## config.mk

```make
export PLATFORM = sky130hd
export DESIGN_NAME = pio_event_sequencer_flat
export DESIGN_NICKNAME = d
export VERILOG_FILES = /design/src/rtl/pio_event_sequencer_pkg.sv /design/src/rtl/pio_event_sequencer_if.sv /design/src/rtl/pio_event_sequencer_fifo.sv /design/src/rtl/pio_event_sequencer.sv /design/src/flat_wrapper.sv
export SDC_FILE = /design/constraint.sdc
export NUM_CORES = 1
export LEC_CHECK = 0
export BUFFER_PORTS_ARGS = -buffer_cell sky130_fd_sc_hd__buf_4
export CORE_MARGIN = 1.5
export CORE_UTILIZATION = 38
export CTS_CLUSTER_SIZE = 12
export DETAILED_ROUTE_END_ITERATION = 8
export GPL_TIMING_DRIVEN = 1
export PLACE_DENSITY = 0.7
export SETUP_SLACK_MARGIN = 0.4
export SKIP_LAST_GASP = 1
export SLEW_MARGIN = 20
export SYNTH_ARGS = -nofsm -noshare
export SYNTH_HDL_FRONTEND = slang
export SYNTH_SLANG_ARGS = --single-unit
```

## constraint.sdc

```tcl
create_clock -name clk -period 5.4 [get_ports clk]
set_clock_uncertainty 0.15 [all_clocks]
set_input_delay 0.54 -clock clk [delete_from_list [all_inputs] [get_ports clk]]
set_output_delay 0.54 -clock clk [all_outputs]
set_load 0.05 [all_outputs]
```

## src/rtl/pio_event_sequencer_pkg.sv

```systemverilog
// Shared constants and types for the PIO event sequencer: PIO register map,
// FSM state encoding and the queued {edges, level} event record.
package pio_evt_pkg;

  localparam int unsigned PIO_WIDTH = 10;

  localparam logic [1:0] PIO_ADDR_DATA = 2'd0;
  localparam logic [1:0] PIO_ADDR_MASK = 2'd2;
  localparam logic [1:0] PIO_ADDR_EDGE = 2'd3;

  typedef enum logic [2:0] {
    INIT_MASK = 3'd0,
    IDLE      = 3'd1,
    RD_EDGE_A = 3'd2,
    RD_EDGE_D = 3'd3,
    CLR_EDGE  = 3'd4,
    RD_LVL_A  = 3'd5,
    RD_LVL_D  = 3'd6,
    PUSH      = 3'd7
  } state_e;

  typedef struct packed {
    logic [PIO_WIDTH-1:0] edges;
    logic [PIO_WIDTH-1:0] level;
  } ev_rec_t;

endpackage

```

## src/rtl/pio_event_sequencer_if.sv

```systemverilog
// PIO slave bus plus the event-record valid/ready stream, seen from the
// sequencer (master) and from the PIO/consumer side (slave).
interface pio_event_sequencer_if
  import pio_evt_pkg::*;
#(
  parameter int unsigned WIDTH = PIO_WIDTH
);
  logic [1:0]       pio_address;
  logic             pio_chipselect;
  logic             pio_write_n;
  logic [31:0]      pio_writedata;
  logic [31:0]      pio_readdata;
  logic             pio_irq;
  logic             ev_valid;
  logic [WIDTH-1:0] ev_edges;
  logic [WIDTH-1:0] ev_level;
  logic             ev_ready;

  modport master (
    output pio_address, pio_chipselect, pio_write_n, pio_writedata,
    output ev_valid, ev_edges, ev_level,
    input  pio_readdata, pio_irq, ev_ready
  );

  modport slave (
    input  pio_address, pio_chipselect, pio_write_n, pio_writedata,
    input  ev_valid, ev_edges, ev_level,
    output pio_readdata, pio_irq, ev_ready
  );
endinterface

```

## src/rtl/pio_event_sequencer_fifo.sv

```systemverilog
// First-word-fall-through event FIFO. A push while full is accepted only when
// a pop happens in the same cycle; a pop while empty is ignored.
module pio_event_fifo #(
  parameter int unsigned W     = 20,
  parameter int unsigned DEPTH = 4
) (
  input  logic         clk,
  input  logic         reset,
  input  logic         push,
  input  logic [W-1:0] push_data,
  input  logic         pop,
  output logic [W-1:0] pop_data,
  output logic         full,
  output logic         empty
);
  localparam int unsigned AW       = $clog2(DEPTH);
  localparam logic [AW:0] FULL_CNT = (AW+1)'(DEPTH);
  localparam logic [AW:0] CNT_ONE  = (AW+1)'(1);
  localparam logic [AW-1:0] PTR_ONE = AW'(1);

  logic [W-1:0]  mem_r [DEPTH];
  logic [AW-1:0] wr_ptr_r;
  logic [AW-1:0] rd_ptr_r;
  logic [AW:0]   count_r;
  logic          push_ok_s;
  logic          pop_ok_s;

  assign full      = (count_r == FULL_CNT);
  assign empty     = (count_r == '0);
  assign pop_ok_s  = pop && !empty;
  assign push_ok_s = push && (!full || pop_ok_s);
  // Head is forced to zero when empty so the record outputs read zero after reset.
  assign pop_data  = empty ? '0 : mem_r[rd_ptr_r];

  // Record storage; when full with a pop, the write lands on the slot being vacated.
  always_ff @(posedge clk) begin
    if (push_ok_s) begin
      mem_r[wr_ptr_r] <= push_data;
    end
  end

  // Pointer and occupancy bookkeeping.
  always_ff @(posedge clk) begin
    if (reset) begin
      wr_ptr_r <= '0;
      rd_ptr_r <= '0;
      count_r  <= '0;
    end else begin
      if (push_ok_s) begin
        wr_ptr_r <= wr_ptr_r + PTR_ONE;
      end
      if (pop_ok_s) begin
        rd_ptr_r <= rd_ptr_r + PTR_ONE;
      end
      case ({push_ok_s, pop_ok_s})
        2'b10:   count_r <= count_r + CNT_ONE;
        2'b01:   count_r <= count_r - CNT_ONE;
        default: count_r <= count_r;
      endcase
    end
  end
endmodule

```

## src/rtl/pio_event_sequencer.sv

```systemverilog
// Bus master that services the edge-capture PIO on irq and queues one
// {edges, level} record per event for a valid/ready consumer.
module pio_event_sequencer
  import pio_evt_pkg::*;
#(
  parameter int unsigned      WIDTH    = PIO_WIDTH,
  parameter logic [WIDTH-1:0] IRQ_MASK = 10'h3FF,
  parameter int unsigned      DEPTH    = 4
) (
  input  logic                  clk,
  input  logic                  reset,
  pio_event_sequencer_if.master bus,
  output logic                  overflow,
  input  logic                  overflow_clr
);
  state_e           state_r;
  logic [WIDTH-1:0] edge_r;
  logic [WIDTH-1:0] level_r;
  logic [WIDTH-1:0] rd_s;
  logic             rd_unused_s;
  logic             push_s;
  logic             drop_s;
  logic             fifo_full_s;
  logic             fifo_empty_s;
  ev_rec_t          push_rec_s;
  ev_rec_t          head_s;

  assign rd_s        = bus.pio_readdata[WIDTH-1:0];
  assign rd_unused_s = ^bus.pio_readdata[31:WIDTH];
  assign push_s      = (state_r == PUSH);
  // When full, only a same-cycle pop makes room for the new record.
  assign drop_s      = push_s && fifo_full_s && !bus.ev_ready;
  assign push_rec_s  = '{edges: edge_r, level: level_r};

  // Sequencer FSM; bus outputs are loaded together with the next state so they
  // are active during the cycle that state is current.
  always_ff @(posedge clk) begin
    if (reset) begin
      state_r            <= INIT_MASK;
      bus.pio_address    <= PIO_ADDR_DATA;
      bus.pio_chipselect <= 1'b0;
      bus.pio_write_n    <= 1'b1;
      bus.pio_writedata  <= 32'h0000_0000;
      edge_r             <= '0;
      level_r            <= '0;
    end else begin
      bus.pio_chipselect <= 1'b0;
      bus.pio_write_n    <= 1'b1;
      bus.pio_writedata  <= 32'h0000_0000;
      case (state_r)
        INIT_MASK: begin
          bus.pio_address    <= PIO_ADDR_MASK;
          bus.pio_chipselect <= 1'b1;
          bus.pio_write_n    <= 1'b0;
          bus.pio_writedata  <= 32'(IRQ_MASK);
          state_r            <= IDLE;
        end
        IDLE: begin
          if (bus.pio_irq) begin
            bus.pio_address    <= PIO_ADDR_EDGE;
            bus.pio_chipselect <= 1'b1;
            state_r            <= RD_EDGE_A;
          end else begin
            state_r <= IDLE;
          end
        end
        RD_EDGE_A: state_r <= RD_EDGE_D;
        RD_EDGE_D: begin
          edge_r <= rd_s;
          if (rd_s == '0) begin
            state_r <= IDLE;
          end else begin
            bus.pio_address    <= PIO_ADDR_EDGE;
            bus.pio_chipselect <= 1'b1;
            bus.pio_write_n    <= 1'b0;
            state_r            <= CLR_EDGE;
          end
        end
        CLR_EDGE: begin
          bus.pio_address    <= PIO_ADDR_DATA;
          bus.pio_chipselect <= 1'b1;
          state_r            <= RD_LVL_A;
        end
        RD_LVL_A: state_r <= RD_LVL_D;
        RD_LVL_D: begin
          level_r <= rd_s;
          state_r <= PUSH;
        end
        PUSH:    state_r <= IDLE;
        default: state_r <= INIT_MASK;
      endcase
    end
  end

  // Sticky overflow; a drop in the same cycle as a clear wins.
  always_ff @(posedge clk) begin
    if (reset) begin
      overflow <= 1'b0;
    end else if (drop_s) begin
      overflow <= 1'b1;
    end else if (overflow_clr) begin
      overflow <= 1'b0;
    end else begin
      overflow <= overflow;
    end
  end

  pio_event_fifo #(
    .W     ($bits(ev_rec_t)),
    .DEPTH (DEPTH)
  ) u_fifo (
    .clk       (clk),
    .reset     (reset),
    .push      (push_s),
    .push_data (push_rec_s),
    .pop       (bus.ev_ready),
    .pop_data  (head_s),
    .full      (fifo_full_s),
    .empty     (fifo_empty_s)
  );

  assign bus.ev_valid = !fifo_empty_s;
  assign bus.ev_edges = head_s.edges;
  assign bus.ev_level = head_s.level;
endmodule

```

## src/flat_wrapper.sv

```systemverilog
// flat-port wrapper written by rule: the top's interface ports become plain ports
module pio_event_sequencer_flat import pio_evt_pkg::*;
#(
  parameter int unsigned      WIDTH    = PIO_WIDTH,
  parameter logic [WIDTH-1:0] IRQ_MASK = 10'h3FF,
  parameter int unsigned      DEPTH    = 4
)
  (clk, reset, overflow, overflow_clr, bus_pio_address, bus_pio_chipselect, bus_pio_write_n, bus_pio_writedata, bus_ev_valid, bus_ev_edges, bus_ev_level, bus_pio_readdata, bus_pio_irq, bus_ev_ready);
  pio_event_sequencer_if #(.WIDTH(WIDTH)) bus_i ();
  input  logic clk;
  input  logic reset;
  output logic overflow;
  input  logic overflow_clr;
  output wire logic [$bits(bus_i.pio_address)-1:0] bus_pio_address;
  output wire logic [$bits(bus_i.pio_chipselect)-1:0] bus_pio_chipselect;
  output wire logic [$bits(bus_i.pio_write_n)-1:0] bus_pio_write_n;
  output wire logic [$bits(bus_i.pio_writedata)-1:0] bus_pio_writedata;
  output wire logic [$bits(bus_i.ev_valid)-1:0] bus_ev_valid;
  output wire logic [$bits(bus_i.ev_edges)-1:0] bus_ev_edges;
  output wire logic [$bits(bus_i.ev_level)-1:0] bus_ev_level;
  input wire logic [$bits(bus_i.pio_readdata)-1:0] bus_pio_readdata;
  input wire logic [$bits(bus_i.pio_irq)-1:0] bus_pio_irq;
  input wire logic [$bits(bus_i.ev_ready)-1:0] bus_ev_ready;
  assign bus_pio_address = bus_i.pio_address;
  assign bus_pio_chipselect = bus_i.pio_chipselect;
  assign bus_pio_write_n = bus_i.pio_write_n;
  assign bus_pio_writedata = bus_i.pio_writedata;
  assign bus_ev_valid = bus_i.ev_valid;
  assign bus_ev_edges = bus_i.ev_edges;
  assign bus_ev_level = bus_i.ev_level;
  assign bus_i.pio_readdata = bus_pio_readdata;
  assign bus_i.pio_irq = bus_pio_irq;
  assign bus_i.ev_ready = bus_ev_ready;
  pio_event_sequencer #(.WIDTH(WIDTH), .IRQ_MASK(IRQ_MASK), .DEPTH(DEPTH)) u_core (.clk(clk), .reset(reset), .bus(bus_i), .overflow(overflow), .overflow_clr(overflow_clr));
endmodule
```

# Yosys cells after proc, flatten, opt, wreduce, memory -nomap -nowiden
# Memory sizes are Yosys's and may differ from the RTL's. A register that Yosys moved wholly into a read port is not among the register bits.
# Cells that the tools add are included.
[op_classes]
eq_ne = 12
n_reduce_logical = 17
mul = 0
div_mod_pow = 0
magnitude_cmp = 0
bitwise_logic = 0
shifts = 0
n_mux = 20
add_sub_neg = 4
[ops]
columns = ["op", "count"]
rows = [
  ["$pmux W3 S7", 1],
  ["$mux W20", 1],
  ["$eq A3 B3 Y1 const B", 5],
  ["$logic_not A10 Y1", 1],
  ["$mux W10", 1],
  ["$mux W2", 5],
  ["$pmux W2 S4", 1],
  ["$mux W1", 7],
  ["$eq A3 B2 Y1 const B", 2],
  ["$logic_not A3 Y1", 2],
  ["$pmux W3 S2", 1],
  ["$add A2 B1 Y2 const B", 2],
  ["$logic_and A1 B1 Y1", 4],
  ["$ne A2 B2 Y1 const B", 2],
  ["$reduce_bool A2 Y1", 2],
  ["$reduce_bool A4 Y1", 1],
  ["$reduce_or A2 Y1", 2],
  ["$add A3 B1 Y3 const B", 1],
  ["$eq A3 B1 Y1 const B", 1],
  ["$logic_not A1 Y1", 3],
  ["$mux W3", 1],
  ["$pmux W1 S3", 1],
  ["$reduce_and A3 Y1", 1],
  ["$sub A3 B1 Y3 const B", 1],
  ["other kinds (4)", 4],
]
[totals]
output_inout_bits = 58
latchBits = 0
word_cells = 65
ff_bits = 67
n_memories = 1
mem_bits_rw = 80
romBits = 0
input_bits = 37
[memory_table]
columns = ["memory", "words", "width", "rd", "rd_clocked_by_memory_dff", "wr", "line_no", "text"]
rows = [
  ["u_core.u_fifo.mem_r", 4, 20, 1, 1, 1, "pio_event_sequencer_fifo.sv:21", "logic [W-1:0] mem_r [DEPTH];"],
]

# Longest topological paths before layout
[logic_depth]
word_depth = 7
depth_mapped = 8
mapped_depth_nobuf = 7

# Hierarchy
# From an unflattened synthesis, not the netlist that was laid out.
[unflattened]
hier_cells = 351
area_unflattened_um2 = 5099.9
[by_module_without_submodules]
columns = ["module", "cells_each", "area_per_inst_um2", "instances", "seq_area_each_um2"]
rows = [
  ["pio_event_fifo", 194, 3698.5, 1, 2582.5],
  ["pio_event_sequencer", 157, 1401.3, 1, 580.6],
]

# Worst setup path after synthesis
# OpenSTA, ideal clock, no wires.
[synth_path]
path_type = "register to output"
startpoint = "register u_core.u_fifo.count_r[0]"
endpoint = "output port bus_ev_edges[0]"
t_required_ps = 4710
arrival_ps = 1718
stages_incl_launch_ff = 4
setup_slack_ps = 2992
path_cell_list = "dfxtp_1 or3_1 clkbuf_1 and2_1"
[synth_via]
elab_chain_len = 2
[synth_rtl]
columns = ["element", "line_no", "text"]
rows = [
  ["from (decl)", "pio_event_sequencer_fifo.sv:24", "logic [AW:0] count_r;"],
  ["from (signal assigned)", "pio_event_sequencer_fifo.sv:56", "2'b10: count_r <= count_r + CNT_ONE;"],
  ["from (signal assigned)", "pio_event_sequencer_fifo.sv:57", "2'b01: count_r <= count_r - CNT_ONE;"],
  ["from (signal assigned)", "pio_event_sequencer_fifo.sv:58", "default: count_r <= count_r;"],
  ["$logic_not A3 Y1", "pio_event_sequencer_fifo.sv:29", "assign empty = (count_r == '0);"],
  ["$mux W20", "pio_event_sequencer_fifo.sv:33", "assign pop_data = empty ? '0 : mem_r[rd_ptr_r];"],
  ["to (decl)", "flat_wrapper.sv:19", "output wire logic [$bits(bus_i.ev_edges)-1:0] bus_ev_edges;"],
]
# Every way passes these cells.

==> run summary <==
status -> finished clean
switching part of the total power -> 32.2%
die area -> 13,400 um2
# resized after CTS -> 0
Comb pwr share -> 27.3%
DRC -> 0
Clock Latency Late Sink -> 410 ps
count of pins over their slew limit -> 0
Pleak -> 0.00225 uW
initial core utilization -> 38.7%
hold worst-path end -> u_core.edge_r[5]
DR vias -> 2,554
Mapped Cells -> 318
Core Rows -> 41
first-pass GRT wire length -> 13,700 um
Placeable Area -> 12,500 um2
crit-path max cell delay -> 820 ps
Tot Pwr -> 3060 uW
post-CTS setup buffer count -> 0
CP max stage cell -> dfxtp_2
Max-Cap Viols -> 0
Worst slew margin -> 41.7%
commonest non-fill, non-tap cell in the layout -> edfxtp_1
DIE HEIGHT -> 116 um
CP cell instances -> mux4_2, and2_1, buf_4
Die Wd -> 116 um
# hold bufs at CTS -> 0
CP max FO -> 20
critical path's top delay family -> flip-flops
commonest cells after routing, fill and taps aside -> edfxtp_1, buf_4, dfxtp_1
I/O Pins -> 95
CTS clk-pin slew, worst paths -> 50 ps
pin count of the biggest net entering global routing -> 41
post-detail-place hpwl -> 5340 um
initial antenna violation count -> 0
PortBufs -> 50
Worst EP required -> 4710 ps
post-route antenna net violation count -> 0
Tot GR Track Use -> 14.2%
synthesis-to-finish area growth -> 20.7%
Yosys reg bits -> 118
CP Launch Type -> register
GRT overflow -> 0
Sequential Power Share -> 34.7%
Clk network pwr share -> 38.1%
Power Internal -> 2070 uW
Critical Path End Type -> output port
launch point of the worst reg-to-reg path -> u_core.u_fifo.count_r[0]
cell area after synthesis -> 4840 um2
CTS max path bufs -> 2
crit path kind -> reg -> out
pwr dens -> 523 nW/um2
worst hold path type -> in -> reg
final setup fails -> 0
final-stage net count -> 405
initial drt markers -> 121
Worst R2R End -> u_core.u_fifo.count_r[2]
number of diodes -> 0
DR WL/cell -> 15.8 um
Worst-Margin Slew -> 866 ps
RSZ-0062 raised after global routing -> no
CTS buffer count -> 17
Filler cells -> 1,136
# clock sinks -> 118
CTS Root Cell -> clkbuf_16
setup slack, reg-to-reg -> 3130 ps
Hold Path Depth -> 3
Cell variety after synth -> 42
RD Place Congestion -> 0.754
layout cells sized above 1 -> 30.1%
vias per std cell -> 4.66
Max H-tree Level -> 4
Final Hold Viols -> 0
Seq/Total Area, Yosys -> 65.3%
mean post-synth cell area -> 15.2 um2
min cycle time layout -> 2910 ps
drt pass-1 iters -> 4
synth warn -> 0
P_sw -> 984 uW
worst path arrival time -> 2220 ps
final worst-path cycle share -> 53.8%
final setup TNS -> 0 ps
TritonCTS clock tree -> built
hold_sp -> bus_pio_readdata[5]
Worst VDD drop -> 0.257 mV
worst reg-to-reg path cell count -> 7
crit path buf inv count -> 1
number of global-route vias before repair -> 2,624
f_max -> 344 MHz
DRT Wirelength -> 8640 um
power groups by stage:
| stage | registers (uW) | logic (uW) | clock network [uW] |
|---|---|---|---|
| 3_5_place_dp | 1080 | 849 | 0 |
| 5_1_grt | 1070 | 878 | 1230 |
| 6_report | 1060 | 833 | 1160 |
| 2_1_floorplan | 1040 | 683 | 0 |
| 3_3_place_gp | 1080 | 841 | 0 |
| 4_1_cts | 1070 | 849 | 1180 |
per-layer routing:
layer | share of wire (%) | track usage (%) | up-vias
met4 | 0.36 | 6.83 | 0
met1 | 45 | 17.7 | 1267
met5 | 0 | 0 | -
met3 | 4.8 | 4.18 | 6
met2 | 50 | 22.7 | 78
li1 | - | - | 1203
flip-flops by register name (all words and copies together), names as in the netlist, named ones only:
register	flops
u_core.u_fifo.mem_r	80
u_core.edge_r	10
u_core.level_r	10
u_core.state_r	3
u_core.u_fifo.count_r	3
u_core.bus.pio_address	2
u_core.u_fifo.rd_ptr_r	2
u_core.u_fifo.wr_ptr_r	2
u_core.bus.pio_chipselect	1
u_core.bus.pio_write_n	1
u_core.bus.pio_writedata	1
u_core.overflow	1
synthesized netlist by cell type:
cell type,number,area (um2)
a211oi_1,1,7.51
ha_1,4,50.1
o211ai_1,1,7.51
conb_1,1,3.75
o31ai_4,1,21.3
nand2_1,1,3.75
nor2_1,34,128
mux2_4,1,15.0
inv_1,6,22.5
nor4b_4,1,23.8
a21oi_2,2,17.5
dfxtp_1,38,761
o21ai_0,1,5.00
clkbuf_1,8,30.0
nand2b_1,3,18.8
nand2_2,1,6.26
nand3_1,1,5.00
xnor2_1,1,8.76
mux4_2,20,450
nor3_1,1,5.00
nor2b_1,3,18.8
fa_1,1,20.0
nor2_2,1,6.26
mux2_1,2,22.5
buf_2,6,30.0
nor4_1,3,18.8
nor4b_2,1,15.0
buf_4,31,233
nor3b_1,1,7.51
a31oi_1,1,6.26
nand4_1,1,6.26
or3_1,1,6.26
and3_1,1,6.26
nand3_2,1,10.0
or2_1,1,6.26
xor2_1,2,17.5
mux2i_1,22,220
and2_1,24,150
o21bai_1,1,7.51
a21oi_1,6,30.0
edfxtp_1,80,2400
and2b_4,1,10.0
cell type report:
type | instances | area [um2] | area share, %
Clock inverter | 9 | 150 | 2.57
Sequential cell | 118 | 3170 | 54.2
Clock buffer | 23 | 468 | 8.01
Timing Repair Buffer | 50 | 375 | 6.42
Multi-Input combinational cell | 170 | 1450 | 24.8
Tap cell | 172 | 215 | 3.68
Inverter | 6 | 22.5 | 0.385
tightest hold or removal path, stage by stage:
cell,delay (ps)
buf_4,100
mux2i_1,60
nor2_1,70
per-stage QoR:
step | util (%) | setup WS, ps | instance area, um2 | std cells | hold WS, ps
after global placement | 41.7 | 2860 | 5220 | 516 | 323
after CTS | 46.6 | 2360 | 5840 | 548 | 239
after global routing | 46.7 | 2320 | 5840 | 548 | 253
final | 46.7 | 2490 | 5840 | 548 | 256
after floorplan | - | 2990 | 4920 | 339 | 310
after detailed placement | 41.7 | 2800 | 5220 | 516 | 322
logic make-up (layout without fill, tap and decap cells):
logic type	Yosys count	count (layout)	synth area share [%]
DFF	118	118	65.3
buffers and inverters	51	88	6.51
AOI/OAI and AO/OA	14	14	2.12
xor gates and xnor gates	3	3	0.543
other	1	22	0.0775
adders and majority gates	5	5	1.45
and+or+nand+nor	81	81	9.33
muxes	45	45	14.6
how the worst max path moves through the flow:
stage,slack (ps),end,cells past startpoint,startpoint
floorplan,2990,bus_ev_edges[0],3,u_core.u_fifo.count_r[0]
global placement,2860,bus_ev_edges[5],3,register
detailed placement,2800,bus_ev_edges[5],3,register
CTS,2360,bus_ev_edges[5],3,register
global route,2320,bus_ev_edges[4],3,register
finish,2490,bus_ev_edges[4],3,register
Note: power is estimated with default switching activity, not from simulation.
